`src/rtl/dataflow_distribute.sv`:
```
// Packet router with a two-entry skid buffer.
// Beats arrive on a single upstream valid/ready port and are steered to one of
// two destinations. The destination is chosen by `select` on a packet's first
// beat and then held for the rest of that packet. Downstream data and last are
// shared; only the per-destination valid bit differs. i_ready comes straight
// from a flop, so upstream sees no combinational path from downstream.
//
// state   | meaning
// --------+---------------------------------------------------------------
// S_IDLE  | between packets; the next accepted beat is routed by select
// S_LOCKED| inside a packet; beats follow lock_dest_q until i_last is seen

module dataflow_distribute #(
   parameter int width = 8
) (
   input  logic             clk,
   input  logic             reset_n,
   input  logic             i_valid,
   output logic             i_ready,
   input  logic [width-1:0] i_data,
   input  logic             i_last,
   input  logic             select,
   output logic [1:0]       o_valid,
   input  logic [1:0]       o_ready,
   output logic [width-1:0] o_data,
   output logic             o_last
);

   typedef enum logic [0:0] {
      S_IDLE   = 1'b0,
      S_LOCKED = 1'b1
   } state_t;

   state_t           state_q, state_d;
   logic             lock_dest_q, lock_dest_d;

   logic             main_valid_q, main_valid_d;
   logic [width-1:0] main_data_q, main_data_d;
   logic             main_last_q, main_last_d;
   logic             main_dest_q, main_dest_d;

   logic             skid_valid_q, skid_valid_d;
   logic [width-1:0] skid_data_q, skid_data_d;
   logic             skid_last_q, skid_last_d;
   logic             skid_dest_q, skid_dest_d;

   logic             i_ready_q, i_ready_d;

   logic             accept;
   logic             consume;
   logic             beat_dest;

   assign accept    = i_valid & i_ready_q;
   assign consume   = main_valid_q & o_ready[main_dest_q];
   // Inside a packet, select is ignored in favour of the captured lock.
   assign beat_dest = (state_q == S_LOCKED) ? lock_dest_q : select;

   assign i_ready = i_ready_q;
   assign o_valid = {main_valid_q & main_dest_q, main_valid_q & ~main_dest_q};
   assign o_data  = main_data_q;
   assign o_last  = main_last_q;

   // Routing FSM: capture the destination on a packet's first beat.
   always_comb begin
      state_d     = state_q;
      lock_dest_d = lock_dest_q;
      if (accept) begin
         case (state_q)
            S_IDLE: begin
               if (!i_last) begin
                  state_d     = S_LOCKED;
                  lock_dest_d = select;
               end
            end
            S_LOCKED: begin
               if (i_last) begin
                  state_d = S_IDLE;
               end
            end
            default: state_d = S_IDLE;
         endcase
      end
   end

   // Buffer update: main drains to the output, skid catches one beat of stall.
   // An accepted beat implies the skid is empty, since i_ready mirrors it.
   always_comb begin
      main_valid_d = main_valid_q;
      main_data_d  = main_data_q;
      main_last_d  = main_last_q;
      main_dest_d  = main_dest_q;
      skid_valid_d = skid_valid_q;
      skid_data_d  = skid_data_q;
      skid_last_d  = skid_last_q;
      skid_dest_d  = skid_dest_q;

      if (consume) begin
         if (skid_valid_q) begin
            main_valid_d = 1'b1;
            main_data_d  = skid_data_q;
            main_last_d  = skid_last_q;
            main_dest_d  = skid_dest_q;
            skid_valid_d = 1'b0;
         end else begin
            main_valid_d = 1'b0;
         end
      end

      if (accept) begin
         if (!main_valid_q || consume) begin
            main_valid_d = 1'b1;
            main_data_d  = i_data;
            main_last_d  = i_last;
            main_dest_d  = beat_dest;
         end else begin
            skid_valid_d = 1'b1;
            skid_data_d  = i_data;
            skid_last_d  = i_last;
            skid_dest_d  = beat_dest;
         end
      end

      i_ready_d = ~skid_valid_d;
   end

   // State registers; reset empties both buffers and drops any lock.
   always_ff @(posedge clk or negedge reset_n) begin
      if (!reset_n) begin
         state_q      <= S_IDLE;
         lock_dest_q  <= 1'b0;
         main_valid_q <= 1'b0;
         main_data_q  <= '0;
         main_last_q  <= 1'b0;
         main_dest_q  <= 1'b0;
         skid_valid_q <= 1'b0;
         skid_data_q  <= '0;
         skid_last_q  <= 1'b0;
         skid_dest_q  <= 1'b0;
         i_ready_q    <= 1'b0;
      end else begin
         state_q      <= state_d;
         lock_dest_q  <= lock_dest_d;
         main_valid_q <= main_valid_d;
         main_data_q  <= main_data_d;
         main_last_q  <= main_last_d;
         main_dest_q  <= main_dest_d;
         skid_valid_q <= skid_valid_d;
         skid_data_q  <= skid_data_d;
         skid_last_q  <= skid_last_d;
         skid_dest_q  <= skid_dest_d;
         i_ready_q    <= i_ready_d;
      end
   end

endmodule

```
`config.mk`:
```
export PLATFORM = sky130hd
export DESIGN_NAME = dataflow_distribute
export DESIGN_NICKNAME = d
export VERILOG_FILES = /design/src/rtl/dataflow_distribute.sv
export SDC_FILE = /design/constraint.sdc
export NUM_CORES = 1
export LEC_CHECK = 0
export CORE_MARGIN = 3
export CORE_UTILIZATION = 48
export DETAILED_ROUTE_END_ITERATION = 8
export PLACE_DENSITY = 0.77
export SYNTH_ARGS = -nofsm -noshare
export SYNTH_HDL_FRONTEND = slang
export SYNTH_SLANG_ARGS = --single-unit
export TNS_END_PERCENT = 5
```
`constraint.sdc`:
```
create_clock -name clk -period 2.1 [get_ports clk]
set_input_delay 0.63 -clock clk [delete_from_list [all_inputs] [get_ports clk]]
set_output_delay 0.63 -clock clk [all_outputs]
set_load 0.1 [all_outputs]
```
==> impl_metrics.env <==
export IMPL_synth_simple_gate_area_frac=0.0661
export IMPL_postCtsResizedCells=0
export IMPL_cp_end_kind="output port"
export IMPL_relSlewSlack=0.754
export IMPL_clkTransAtPathRegs_ns=0.14
export IMPL_synthesis_area_mm2=0.00117
export IMPL_cp_arrival_ns=1.24
export IMPL_worstMarginPinSlew_ns=0.361
export IMPL_rsz0062_at_grt="false"
export IMPL_grt_max_degree=26
export IMPL_r2r_cells=3
export IMPL_drc=0
export IMPL_final_setup_skew_ns=0.00734
export IMPL_max_freq_mhz=534
export IMPL_cp_top_family="flip-flops"
export IMPL_hold_path_cell_count=2
export IMPL_synthXorXnorAreaFrac=0
export IMPL_synthAdderAreaFrac=0
export IMPL_grt_overflow=0
export IMPL_seq_area_frac_synth=0.533
export IMPL_dp_hpwl_um=1780
export IMPL_wl_per_cell_um=14.5
export IMPL_cts_sinks=25
export IMPL_cts_setup_buffers=0
export IMPL_max_cap_viol_count=0
export IMPL_firstDrtPassIters=5
export IMPL_nNetsFinal=152
export IMPL_muxShareOfSynthArea=0.131
export IMPL_num_rows=17
export IMPL_worst_setup_path_type="flop to output port"
export IMPL_initial_core_util=0.516
export IMPL_clock_latency_ns=0.32
export IMPL_design_core_area_mm2=0.00228
export IMPL_syn_to_final_growth_pct=41.2
export IMPL_path_depth=2
export IMPL_ys_warn_count=0
export IMPL_num_io_pins=27
export IMPL_die_area_mm2=0.00307
export IMPL_holdBufCountCts=0
export IMPL_synth_compound_area_frac=0.174
export IMPL_diodes=0
export IMPL_cts_root_buffer="clkbuf_4"
export IMPL_vias_per_cell=5.47
export IMPL_grt_first_pass_wirelength_um=4080
export IMPL_synth_top_family_by_area="compound AO/OA/AOI/OAI gates"
export IMPL_finalHoldViolations=0
export IMPL_grt_pass1_vias=883
export IMPL_hold_path_class="flop to flop"
export IMPL_crit_chain="and2b_2 -> buf_12"
export IMPL_antenna_found_initial=0
export IMPL_slew_violations=0
export IMPL_filler_cell_count=159
export IMPL_avgSynthCellArea_um2=11.6
export IMPL_fin_crit_sh=0.892
export IMPL_crit_buf_inv=1
export IMPL_crit_required_ns=1.47
export IMPL_cts_tree="built"
export IMPL_cp_start_kind="flop"
export IMPL_drive_gt1_frac=0.265
export IMPL_place_congestion=0.796
export IMPL_vias=897
export IMPL_critPathMaxStageDelay_ns=0.50
export IMPL_ys_ff_latch=25
export IMPL_drt_wl_total_um=2380
export IMPL_grtUsageTotal=0.167
export IMPL_die_w_um=55.4
export IMPL_cpMaxStageDelayCell="dfrtp_1"
export IMPL_finalNonFillerCells=164
export IMPL_crit_fanout=10
export IMPL_clk_path_buf_depth=2
export IMPL_drtIter0Drc=36
export IMPL_die_h_um=55.4
export IMPL_portBuffers=26
export IMPL_yosysUniqueCellTypes=28
export IMPL_min_period_ns=1.87
export IMPL_cts_htree_levels=1
export IMPL_final_antenna_net_count=0
export IMPL_dp_cells=160
export IMPL_syn_nets=116
export IMPL_numCtsBuffers=3
export IMPL_setup_viol=0
export IMPL_outcome="complete, no violations"
export IMPL_syn_inst=101
[cell usage in the layout (no fill, tap or decap)]
cell type	n
nand3_1	1
o221a_1	1
buf_12	12
and2_1	1
clkbuf_1	1
a211o_2	2
o21ai_0	1
dfrtp_1	25
mux2_2	1
inv_1	25
buf_4	8
a31oi_1	1
clkbuf_4	3
nor2_1	1
nor3_1	1
nand3_2	1
nor3_4	1
o31ai_1	1
and2b_2	1
mux2i_4	1
mux2_4	2
clkdlybuf4s50_1	14
and2_2	1
nand2_1	4
a21oi_2	1
mux2i_1	9
a21o_1	3
a22o_4	1
a21oi_1	3
a222oi_1	8
o31a_2	1
[cells in the mapped netlist, drive strengths merged]
| cell type | number | share of area |
|---|---|---|
| and2 | 2 | 0.012 |
| o31ai | 1 | 0.0064 |
| nand3 | 2 | 0.013 |
| a21o | 3 | 0.019 |
| nor3 | 2 | 0.018 |
| mux2 | 3 | 0.035 |
| a21oi | 4 | 0.020 |
| clkbuf | 2 | 0.0064 |
| mux2i | 10 | 0.096 |
| dfrtp | 25 | 0.53 |
| buf | 1 | 0.0096 |
| o31a | 1 | 0.0085 |
| nand2 | 4 | 0.013 |
| o21ai | 1 | 0.0043 |
| nor2 | 1 | 0.0032 |
| a211o | 2 | 0.017 |
| inv | 25 | 0.080 |
| a22o | 1 | 0.015 |
| a31oi | 1 | 0.0053 |
| a222oi | 8 | 0.068 |
| o221a | 1 | 0.0096 |
| and2b | 1 | 0.0075 |
[routing by layer]
layer	wire [µm]	up-vias	global-route usage
met5	0	-	0
met4	38	0	0.0729
met3	155	4	0.0304
met2	1180	35	0.277
met1	1000	439	0.213
li1	-	419	-
[path summary, 6_finish.rpt]
check                                 end  slack, ns            from
max reg2reg                     o_data[7]       0.50     main_dest_q
max in group asynchronous     lock_dest_q       1.20         reset_n
max                            o_valid[0]       0.23    main_valid_q
min                        skid_data_q[4]       0.53  skid_data_q[4]
min reg2reg                skid_data_q[4]       0.53  skid_data_q[4]
min in group asynchronous    main_valid_q       0.65         reset_n
[cell families after synthesis]
group / after synthesis
multiplexers: 13
flip-flops: 25
AND/OR/NAND/NOR: 12
AO/OA/AOI/OAI: 23
buffers and inverters: 28
[worst reg2reg max path, cell delays in order, from the launching register on]
cell	delay (ns)
dfrtp_1	0.47
mux2i_4	0.43
a21oi_2	0.20
a222oi_1	0.39
[cell type report]
type	instances	area (µm²)	area share
flip-flops and latches	25	626	0.378
inverters	25	93.8	0.0566
well taps	28	35.0	0.0211
multi-input cells	48	435	0.263
repair buffers	34	440	0.266
clock buffers	4	26.3	0.0159
[through the flow]
| step | area [µm²] | util | hold slack (ns) | setup WS [ns] | TNS (ns) |
|---|---|---|---|---|---|
| floorplan | 1170 | - | 0.334 | 0.131 | 0 |
| global placement | 1630 | 0.716 | 0.491 | 0.0117 | 0 |
| detailed placement | 1630 | 0.716 | 0.507 | -0.0925 | -0.482 |
| CTS | 1660 | 0.728 | 0.533 | 0.215 | 0 |
| global route | 1660 | 0.728 | 0.554 | 0.173 | 0 |
| finish | 1660 | 0.728 | 0.535 | 0.228 | 0 |
Power is left out: the tool's default activity adds up to more than one toggle a clock period on the data nets, which glitch-free logic cannot reach.
